<file path="src/rtl/posture_alarm_ctrl.sv">
// Frame-level controller behind the per-pixel Y/angle threshold checker: owns the
// checker thresholds (swapped at frame start), counts flagged pixels, debounces alarm.
module posture_alarm_ctrl #(
  parameter int unsigned TH_WID     = 8,
  parameter int unsigned CNT_WID    = 20,
  parameter int unsigned BAD_FRAMES = 3,
  parameter int unsigned CLR_FRAMES = 5,
  parameter int unsigned Y_MIN_DEF  = 20,
  parameter int unsigned Y_MAX_DEF  = 200,
  parameter int unsigned ANG_DEF    = 60,
  parameter int unsigned PIX_TH_DEF = 1000
) (
  input  logic               clk,
  input  logic               rst_n,
  input  logic               cfg_we,
  input  logic [TH_WID-1:0]  cfg_y_min,
  input  logic [TH_WID-1:0]  cfg_y_max,
  input  logic [TH_WID-1:0]  cfg_angle_th,
  input  logic [CNT_WID-1:0] cfg_pix_th,
  input  logic               vs_in,
  input  logic               de_in,
  input  logic               y_th_flag,
  input  logic               angle_th_flag,
  output logic [TH_WID-1:0]  y_min,
  output logic [TH_WID-1:0]  y_max,
  output logic [TH_WID-1:0]  angle_th,
  output logic [CNT_WID-1:0] frame_y_cnt,
  output logic [CNT_WID-1:0] frame_ang_cnt,
  output logic               frame_valid,
  output logic               alarm,
  output logic               alarm_pulse,
  output logic [2:0]         state_o
);

  localparam int unsigned BW = $clog2(BAD_FRAMES + 1);
  localparam int unsigned GW = $clog2(CLR_FRAMES + 1);

  typedef enum logic [2:0] {
    IDLE    = 3'd0,
    MONITOR = 3'd1,
    SUSPECT = 3'd2,
    ALARM   = 3'd3,
    RECOVER = 3'd4
  } state_t;

  state_t             state_q, state_d;
  logic               vs_q;
  logic               fs, y_hit, a_hit, bad;
  logic [TH_WID-1:0]  sh_y_min_q, sh_y_min_d, sh_y_max_q, sh_y_max_d, sh_ang_q, sh_ang_d;
  logic [CNT_WID-1:0] sh_pix_th_q, sh_pix_th_d, pix_th_q, pix_th_d;
  logic [TH_WID-1:0]  y_min_q, y_min_d, y_max_q, y_max_d, ang_q, ang_d;
  logic [CNT_WID-1:0] y_cnt_q, y_cnt_d, ang_cnt_q, ang_cnt_d;
  logic [CNT_WID-1:0] frame_y_cnt_q, frame_y_cnt_d, frame_ang_cnt_q, frame_ang_cnt_d;
  logic               frame_valid_q, frame_valid_d, alarm_q, alarm_d;
  logic               alarm_pulse_q, alarm_pulse_d;
  logic [BW-1:0]      bad_cnt_q, bad_cnt_d, bad_inc;
  logic [GW-1:0]      good_cnt_q, good_cnt_d, good_inc;

  assign fs       = vs_in & ~vs_q;
  assign y_hit    = de_in & y_th_flag;
  assign a_hit    = de_in & angle_th_flag;
  assign bad      = (y_cnt_q >= pix_th_q) | (ang_cnt_q >= pix_th_q);
  assign bad_inc  = bad_cnt_q + BW'(1);
  assign good_inc = good_cnt_q + GW'(1);

  always_comb begin
    state_d         = state_q;
    sh_y_min_d      = sh_y_min_q;
    sh_y_max_d      = sh_y_max_q;
    sh_ang_d        = sh_ang_q;
    sh_pix_th_d     = sh_pix_th_q;
    y_min_d         = y_min_q;
    y_max_d         = y_max_q;
    ang_d           = ang_q;
    pix_th_d        = pix_th_q;
    y_cnt_d         = y_cnt_q;
    ang_cnt_d       = ang_cnt_q;
    frame_y_cnt_d   = frame_y_cnt_q;
    frame_ang_cnt_d = frame_ang_cnt_q;
    frame_valid_d   = 1'b0;
    alarm_pulse_d   = 1'b0;
    bad_cnt_d       = bad_cnt_q;
    good_cnt_d      = good_cnt_q;

    if (cfg_we) begin
      sh_y_min_d  = cfg_y_min;
      sh_y_max_d  = cfg_y_max;
      sh_ang_d    = cfg_angle_th;
      sh_pix_th_d = cfg_pix_th;
    end

    if (y_hit && (y_cnt_q != '1))   y_cnt_d   = y_cnt_q + CNT_WID'(1);
    if (a_hit && (ang_cnt_q != '1)) ang_cnt_d = ang_cnt_q + CNT_WID'(1);

    if (fs) begin
      // the pixel presented on the fs cycle already belongs to the new frame
      y_cnt_d   = CNT_WID'(y_hit);
      ang_cnt_d = CNT_WID'(a_hit);
      y_min_d   = cfg_we ? cfg_y_min    : sh_y_min_q;
      y_max_d   = cfg_we ? cfg_y_max    : sh_y_max_q;
      ang_d     = cfg_we ? cfg_angle_th : sh_ang_q;
      pix_th_d  = cfg_we ? cfg_pix_th   : sh_pix_th_q;
      if (state_q != IDLE) begin
        frame_y_cnt_d   = y_cnt_q;
        frame_ang_cnt_d = ang_cnt_q;
        frame_valid_d   = 1'b1;
      end
      unique case (state_q)
        IDLE: state_d = MONITOR;
        MONITOR: if (bad) begin
          if (BAD_FRAMES == 1) begin
            state_d       = ALARM;
            bad_cnt_d     = '0;
            alarm_pulse_d = 1'b1;
          end else begin
            state_d   = SUSPECT;
            bad_cnt_d = BW'(1);
          end
        end
        SUSPECT: if (bad) begin
          if (bad_inc >= BW'(BAD_FRAMES)) begin
            state_d       = ALARM;
            bad_cnt_d     = '0;
            alarm_pulse_d = 1'b1;
          end else begin
            bad_cnt_d = bad_inc;
          end
        end else begin
          state_d   = MONITOR;
          bad_cnt_d = '0;
        end
        ALARM: if (!bad) begin
          if (CLR_FRAMES == 1) begin
            state_d    = MONITOR;
            good_cnt_d = '0;
          end else begin
            state_d    = RECOVER;
            good_cnt_d = GW'(1);
          end
        end
        RECOVER: if (bad) begin
          state_d    = ALARM;
          good_cnt_d = '0;
        end else if (good_inc >= GW'(CLR_FRAMES)) begin
          state_d    = MONITOR;
          good_cnt_d = '0;
        end else begin
          good_cnt_d = good_inc;
        end
        default: state_d = IDLE;
      endcase
    end

    alarm_d = (state_d == ALARM) || (state_d == RECOVER);
  end

  always_ff @(posedge clk or negedge rst_n) begin
    if (!rst_n) begin
      state_q         <= IDLE;
      vs_q            <= 1'b0;
      sh_y_min_q      <= TH_WID'(Y_MIN_DEF);
      sh_y_max_q      <= TH_WID'(Y_MAX_DEF);
      sh_ang_q        <= TH_WID'(ANG_DEF);
      sh_pix_th_q     <= CNT_WID'(PIX_TH_DEF);
      y_min_q         <= TH_WID'(Y_MIN_DEF);
      y_max_q         <= TH_WID'(Y_MAX_DEF);
      ang_q           <= TH_WID'(ANG_DEF);
      pix_th_q        <= CNT_WID'(PIX_TH_DEF);
      y_cnt_q         <= '0;
      ang_cnt_q       <= '0;
      frame_y_cnt_q   <= '0;
      frame_ang_cnt_q <= '0;
      frame_valid_q   <= 1'b0;
      alarm_q         <= 1'b0;
      alarm_pulse_q   <= 1'b0;
      bad_cnt_q       <= '0;
      good_cnt_q      <= '0;
    end else begin
      state_q         <= state_d;
      vs_q            <= vs_in;
      sh_y_min_q      <= sh_y_min_d;
      sh_y_max_q      <= sh_y_max_d;
      sh_ang_q        <= sh_ang_d;
      sh_pix_th_q     <= sh_pix_th_d;
      y_min_q         <= y_min_d;
      y_max_q         <= y_max_d;
      ang_q           <= ang_d;
      pix_th_q        <= pix_th_d;
      y_cnt_q         <= y_cnt_d;
      ang_cnt_q       <= ang_cnt_d;
      frame_y_cnt_q   <= frame_y_cnt_d;
      frame_ang_cnt_q <= frame_ang_cnt_d;
      frame_valid_q   <= frame_valid_d;
      alarm_q         <= alarm_d;
      alarm_pulse_q   <= alarm_pulse_d;
      bad_cnt_q       <= bad_cnt_d;
      good_cnt_q      <= good_cnt_d;
    end
  end

  assign y_min         = y_min_q;
  assign y_max         = y_max_q;
  assign angle_th      = ang_q;
  assign frame_y_cnt   = frame_y_cnt_q;
  assign frame_ang_cnt = frame_ang_cnt_q;
  assign frame_valid   = frame_valid_q;
  assign alarm         = alarm_q;
  assign alarm_pulse   = alarm_pulse_q;
  assign state_o       = state_q;

endmodule
</file>
<file path="config.mk">
export PLATFORM = sky130hd
export DESIGN_NAME = posture_alarm_ctrl
export DESIGN_NICKNAME = d
export VERILOG_FILES = /design/src/rtl/posture_alarm_ctrl.sv
export SDC_FILE = /design/constraint.sdc
export NUM_CORES = 1
export LEC_CHECK = 0
export CAP_MARGIN = 15
export CORE_UTILIZATION = 54
export DETAILED_ROUTE_END_ITERATION = 10
export PLACE_DENSITY = 0.8
export RECOVER_POWER = 100
export SLEW_MARGIN = 20
export SYNTH_ARGS = -nofsm -noshare
export SYNTH_HDL_FRONTEND = slang
export SYNTH_SLANG_ARGS = --single-unit
</file>
<file path="constraint.sdc">
create_clock -name clk -period 5.55 [get_ports clk]
set_input_delay 0.8325 -clock clk [delete_from_list [all_inputs] [get_ports clk]]
set_output_delay 0.8325 -clock clk [all_outputs]
set_load 0.02 [all_outputs]
</file>
==> results.md, run 1 <==
* Status: finished with violations
* Number of global-route vias before repair at 6,183
* Dpl hpwl at 12.34 mm
* Hold_ws at 0.4622 ns
* TNS Setup at 0 ns
* Setup CP Type: in -> reg
* CTS Buf Count at 17
* Synth Area per Inst at 11.10 um^2
* Slew headroom at -67.72%
* Final Core Density at 69.26%
* Primary FF master, synth: dfrtp_1
* Core box area at 14,750 um^2
* Critical Path Sink Type: register
* Final Cell Area at 10,220 um^2
* Worst EP arrival at 3.80 ns
* Area grow syn2layout at 23.13%
* Finish-stage setup viols at 0
* Max VDD drop at 0.0002217 V
* Violated checks: max-capacitance violations, max-slew violations
* # placed instances at 1,024
* Post-DP Area at 9635 um^2
* Initial Util at 56.25%
* Slack of the critical path at 2.060 ns
* # rows at 44
* WL/cell at 16.80 um
* Die Span Y at 126.0 um
* Max FO, Critical Path at 38
* Number of nets produced by synthesis at 843
* Die W at 126.0 um
* CTS-repair resized insts at 0
* CTS clock-pin slew for the worst setup and hold paths at 0.07 ns
* Worst Hold Class: reg -> reg
* Post-layout minimum cycle time at 3.490 ns
* Seq/Total Area, Yosys at 54.73%
* # IOs at 121
* DR iter-0 viols at 361
* Detailed-route via count at 5,964
* Post-route DRC at 0
* RePlAce Congestion at 0.8474
* First-pass GRT wire length at 29.71 mm
* Maximum clock path buffer count at 2
* Vias per cell at 5.642
* Final Hold Vio Count at 0
* Reg-to-reg slack, setup at 2.53 ns
* Power density over the cells at 303.9 nW/um^2
* CTS tree: done
* Max cap viols at 4
* Antenna diode count at 0
* Die ar. at 15,870 um^2
* Fin crit share at 62.88%
* Htree depth at 4
* Antenna violations before repair at 0
* Layout cells sized above 1 at 14.09%
* Pre-Repair DR Iteration Count at 5
* Finished Layout Cells at 1,057
* Leak at 4.902 nW
* Worst-case clock skew at 0.009159 ns
* GRT overflow at 0
* Fmax at 286.5 MHz
* Synth Cell Area at 8299 um^2
* Yosys reg bits at 180
* CP required at 5.86 ns
* EDFF count, synth at 0
* Post-synthesis cell count at 748
* Worst slack, placed at 2.358 ns
* Hold-fix buffers, CTS at 0
* Worst skew pair latency at 0.44 ns
* Tot Pwr at 3.105 mW
* RSZ-0062 raised after global routing: false
* Total routed wirelength at 17.76 mm
* GRT Total Usage at 23.95%
* CTS sink count at 180
* Commonest non-fill, non-tap cells in the layout: dfrtp_1, nand2_1, dlygate4sd3_1
* Most common cell after layout, fill and taps aside: dfrtp_1
* Least-Margin Pin Slew at 2.516 ns
* Setup bufs post-CTS at 0
* Share of flip-flops with an asynchronous set or reset after synthesis at 100.0%
* Post-synthesis cell type count at 52
* Pin count of the biggest net entering global routing at 100
* Crit start category: primary input
* Clk Tree Root Cell: clkbuf_16
* Fin. max-slew vios at 182
* Post-route ant nets at 0
* Port Buffers at 120
* Final #Nets at 955
* Synth warn at 0
* Fillcell total at 1,050
==> area by class of cell <==
| cell class | count | area (um^2) | area share (%) |
|---|---|---|---|
| clock buffers | 17 | 425.4 | 4.163 |
| clock inverters | 15 | 160.2 | 1.567 |
| inverters | 31 | 116.4 | 1.139 |
| multi-input cells | 505 | 3497 | 34.22 |
| flip-flops and latches | 180 | 4542 | 44.45 |
| well taps | 184 | 230.2 | 2.253 |
| repair buffers | 125 | 1247 | 12.21 |
==> worst max-delay path, cell delays in order <==
cell and delay, ns:
dlygate4sd3_1 0.56, nand2b_1 0.06, buf_4 0.26, nor2_1 1.46, buf_16 0.25, mux2_2 0.37
==> layer usage <==
metal	share of wire (%)	vias to the layer above	global-route usage, %
li1	-	2800	-
met5	0	-	0
met3	5.3	32	5.438
met1	43	2960	30.82
met4	1.9	0	8.788
met2	50	172	39.81
==> synth_stat cells (all sizes together) (4+ instances only) <==
library cell / n / area, um^2
dfstp: 30 / 788.3
nor3: 7 / 35.03
ha: 44 / 550.5
dfrtp: 150 / 3754
xor2: 20 / 175.2
a21oi: 16 / 80.08
nand3: 15 / 75.07
and2: 4 / 25.02
or3: 6 / 37.54
mux2: 84 / 945.9
inv: 31 / 116.4
nand2: 124 / 465.5
nor4: 4 / 46.29
a31oi: 5 / 31.28
and3: 10 / 62.56
buf: 8 / 46.28
clkbuf: 24 / 90.09
nor2: 52 / 195.2
xnor2: 13 / 113.9
nand4: 15 / 93.84
nand2b: 4 / 25.02
o21ai: 41 / 205.2
a21o: 4 / 30.03
==> final timing paths <==
kind,cells after the start,start,to
setup / recovery,6,vs_in,frame_y_cnt[1]$_DFFE_PN0P_
hold / removal,2,y_max[3]$_DFFE_PN1P_,y_max[3]$_DFFE_PN1P_
setup reg to reg,5,vs_q$_DFF_PN0_,frame_y_cnt[1]$_DFFE_PN0P_
min in group asynchronous,1,rst_n,y_max[5]$_DFFE_PN0P_
max in group asynchronous,2,rst_n,ang_cnt_q[10]$_DFFE_PN0P_
hold reg to reg,2,y_max[3]$_DFFE_PN1P_,y_max[3]$_DFFE_PN1P_
==> report_power, final <==
| part | internal (mW) | leakage, nW | switching (mW) |
|---|---|---|---|
| clock network | 0.605 | 0.286 | 0.568 |
| logic | 0.192 | 2.35 | 0.250 |
| registers | 1.43 | 2.27 | 0.0556 |
==> registers in the layout, indices dropped and copies added (netlist names), 20 cells and up <==
register and cells:
sh_pix_th_q 20, frame_ang_cnt 20, pix_th_q 20, y_cnt_q 20
ang_cnt_q 20, frame_y_cnt 20
==> cells by family after synthesis <==
family	count (synthesis)	synth area share [%]
AO/OA/AOI/OAI	90	6.604
XOR/XNOR	33	3.483
adder cells (fa/ha/maj)	44	6.634
buffers and inverters	63	3.045
flip-flops	180	54.73
multiplexers	87	11.76
AND/OR/NAND/NOR	251	13.75
Power figures use the tool's default switching activity.
==> run 2: changes to the inputs <==
==> constraint.sdc (replaced) <==
create_clock -name clk -period 3.5 [get_ports clk]
set_input_delay 0.525 -clock clk [delete_from_list [all_inputs] [get_ports clk]]
set_output_delay 0.525 -clock clk [all_outputs]
set_load 0.02 [all_outputs]
==> results.md, run 2 (synthesized netlist as in run 1, its figures left out) <==
* Area grow syn2layout at 23.38%
* CTS clock-pin slew for the worst setup and hold paths at 0.07 ns (about the same)
* Die Span Y at 126.0 um (unchanged)
* Pre-Repair DR Iteration Count at 5 (unchanged)
* Slew headroom at -68.54% (-0.83 points)
* # placed instances at 1,030 (+0.59%)
* Worst skew pair latency at 0.43 ns (about the same)
* Final #Nets at 960 (+0.52%)
* Reg-to-reg slack, setup at 0.61 ns (-1.92 ns)
* Core box area at 14,750 um^2 (unchanged)
* RSZ-0062 raised after global routing: false
* GRT overflow at 0 (unchanged)
* Die ar. at 15,870 um^2 (unchanged)
* Commonest non-fill, non-tap cells in the layout: dfrtp_1, nand2_1, dlygate4sd3_1
* Htree depth at 4 (unchanged)
* Tot Pwr at 4.949 mW (+59%)
* Fin. max-slew vios at 136 (-25%)
* Finished Layout Cells at 1,062 (+0.47%)
* # IOs at 121 (unchanged)
* Pin count of the biggest net entering global routing at 92 (-8.0%)
* Post-layout minimum cycle time at 2.889 ns
* # rows at 44 (unchanged)
* Dpl hpwl at 12.86 mm (+4.2%)
* RePlAce Congestion at 0.8307 (-2.0%)
* Worst slack, placed at 0.6432 ns (-1.715 ns)
* Clk Tree Root Cell: clkbuf_16
* First-pass GRT wire length at 30.47 mm (+2.6%)
* Status: finished with violations
* Setup bufs post-CTS at 0 (unchanged)
* Max FO, Critical Path at 11 (-71%)
* Setup CP Type: reg -> reg
* Violated checks: max-capacitance violations, max-slew violations
* Finish-stage setup viols at 0 (unchanged)
* CTS-repair resized insts at 0 (unchanged)
* Total routed wirelength at 18.23 mm (+2.7%)
* Post-DP Area at 9693 um^2 (+0.60%)
* Port Buffers at 120 (unchanged)
* Worst-case clock skew at 0.01009 ns (+0.0009357 ns)
* Worst Hold Class: reg -> reg
* Slack of the critical path at 0.6111 ns (-1.449 ns)
* Detailed-route via count at 5,974 (+0.17%)
* Max VDD drop at 0.0004249 V (+92%)
* Critical Path Sink Type: register
* Antenna violations before repair at 0 (unchanged)
* Die W at 126.0 um (unchanged)
* WL/cell at 17.17 um (+2.2%)
* CTS Buf Count at 17 (unchanged)
* CTS sink count at 180 (unchanged)
* Number of global-route vias before repair at 6,113 (-1.1%)
* Leak at 4.914 nW (+0.24%)
* Layout cells sized above 1 at 14.35% (+0.26 points)
* Post-route DRC at 0 (unchanged)
* Worst EP arrival at 3.20 ns (-0.60 ns)
* Hold_ws at 0.4606 ns (-0.001590 ns)
* Power density over the cells at 483.3 nW/um^2 (+59%)
* Final Hold Vio Count at 0 (unchanged)
* DR iter-0 viols at 437 (+21%)
* Fin crit share at 82.54%
* CTS tree: done
* Maximum clock path buffer count at 2 (unchanged)
* Final Core Density at 69.40% (+0.14 points)
* GRT Total Usage at 24.63% (+0.68 points)
* Crit start category: register
* CP required at 3.81 ns (-2.05 ns)
* Final Cell Area at 10,240 um^2 (+0.21%)
* Antenna diode count at 0 (unchanged)
* TNS Setup at 0 ns (unchanged)
* Fmax at 346.2 MHz
* Hold-fix buffers, CTS at 0 (unchanged)
* Post-route ant nets at 0 (unchanged)
* Vias per cell at 5.625 (-0.30%)
* Max cap viols at 2 (-2)
* Most common cell after layout, fill and taps aside: dfrtp_1
* Least-Margin Pin Slew at 2.528 ns (+0.01240 ns)
* Initial Util at 56.25% (unchanged)
-- run 2: cell types whose count changed in the layout (fill, tap and decap cells not counted), moves of 2 or more --
cell | before | now
buf_4 | 2 | 4
clkbuf_1 | 2 | 5
clkinv_4 | 2 | 6
inv_6 | 4 | 2
inv_8 | 6 | 4
-- run 2: critical path, cell delays in order (launching register included) --
cell,delay (ns)
dfstp_2,0.53
inv_1,0.06
ha_1,0.31
and2_0,0.17
a221oi_1,0.26
o21ai_0,0.16
a211oi_1,0.47
o211a_1,0.42
o21ai_0,0.14
a32o_1,0.24
-- run 2: worst paths after layout --
path | cells past startpoint | start | to
worst max register to register | 9 | pix_th_q[7]$_DFFE_PN1P_ | state_o[1]$_DFF_PN0_
worst min register to register | 2 | y_max[3]$_DFFE_PN1P_ | y_max[3]$_DFFE_PN1P_
worst max-delay path | 9 | pix_th_q[7]$_DFFE_PN1P_ | state_o[1]$_DFF_PN0_
worst min-delay path | 2 | y_max[3]$_DFFE_PN1P_ | y_max[3]$_DFFE_PN1P_
min in group asynchronous | 1 | rst_n | sh_y_min_q[0]$_DFF_PN0_
max in group asynchronous | 2 | rst_n | ang_cnt_q[12]$_DFFE_PN0P_
-- run 2: layout make-up --
class                      instances  area [um^2]
sequential                       180         4542
fill                            1068         4514
multi-input combinational        505         3497
timing repair buffer             130         1260
clock buffer                      17        425.4
tap                              184        230.2
clock inverter                    15        168.9
inverter                          31        116.4
-- run 2: power by group --
| group | internal (mW) | switching (mW) | leakage, nW |
|---|---|---|---|
| Combinational | 0.306 | 0.396 | 2.36 |
| Sequential | 2.27 | 0.0838 | 2.27 |
| Clock | 1.02 | 0.873 | 0.289 |
-- run 2: metal layers --
layer / vias up / wire length [um] / global-route usage, %
met5: - / 0 / 0
met3: 27 / 649 / 4.800
met4: 0 / 324 / 8.575
li1: 2814 / - / -
met1: 2979 / 8150 / 32.57
met2: 154 / 9108 / 40.79
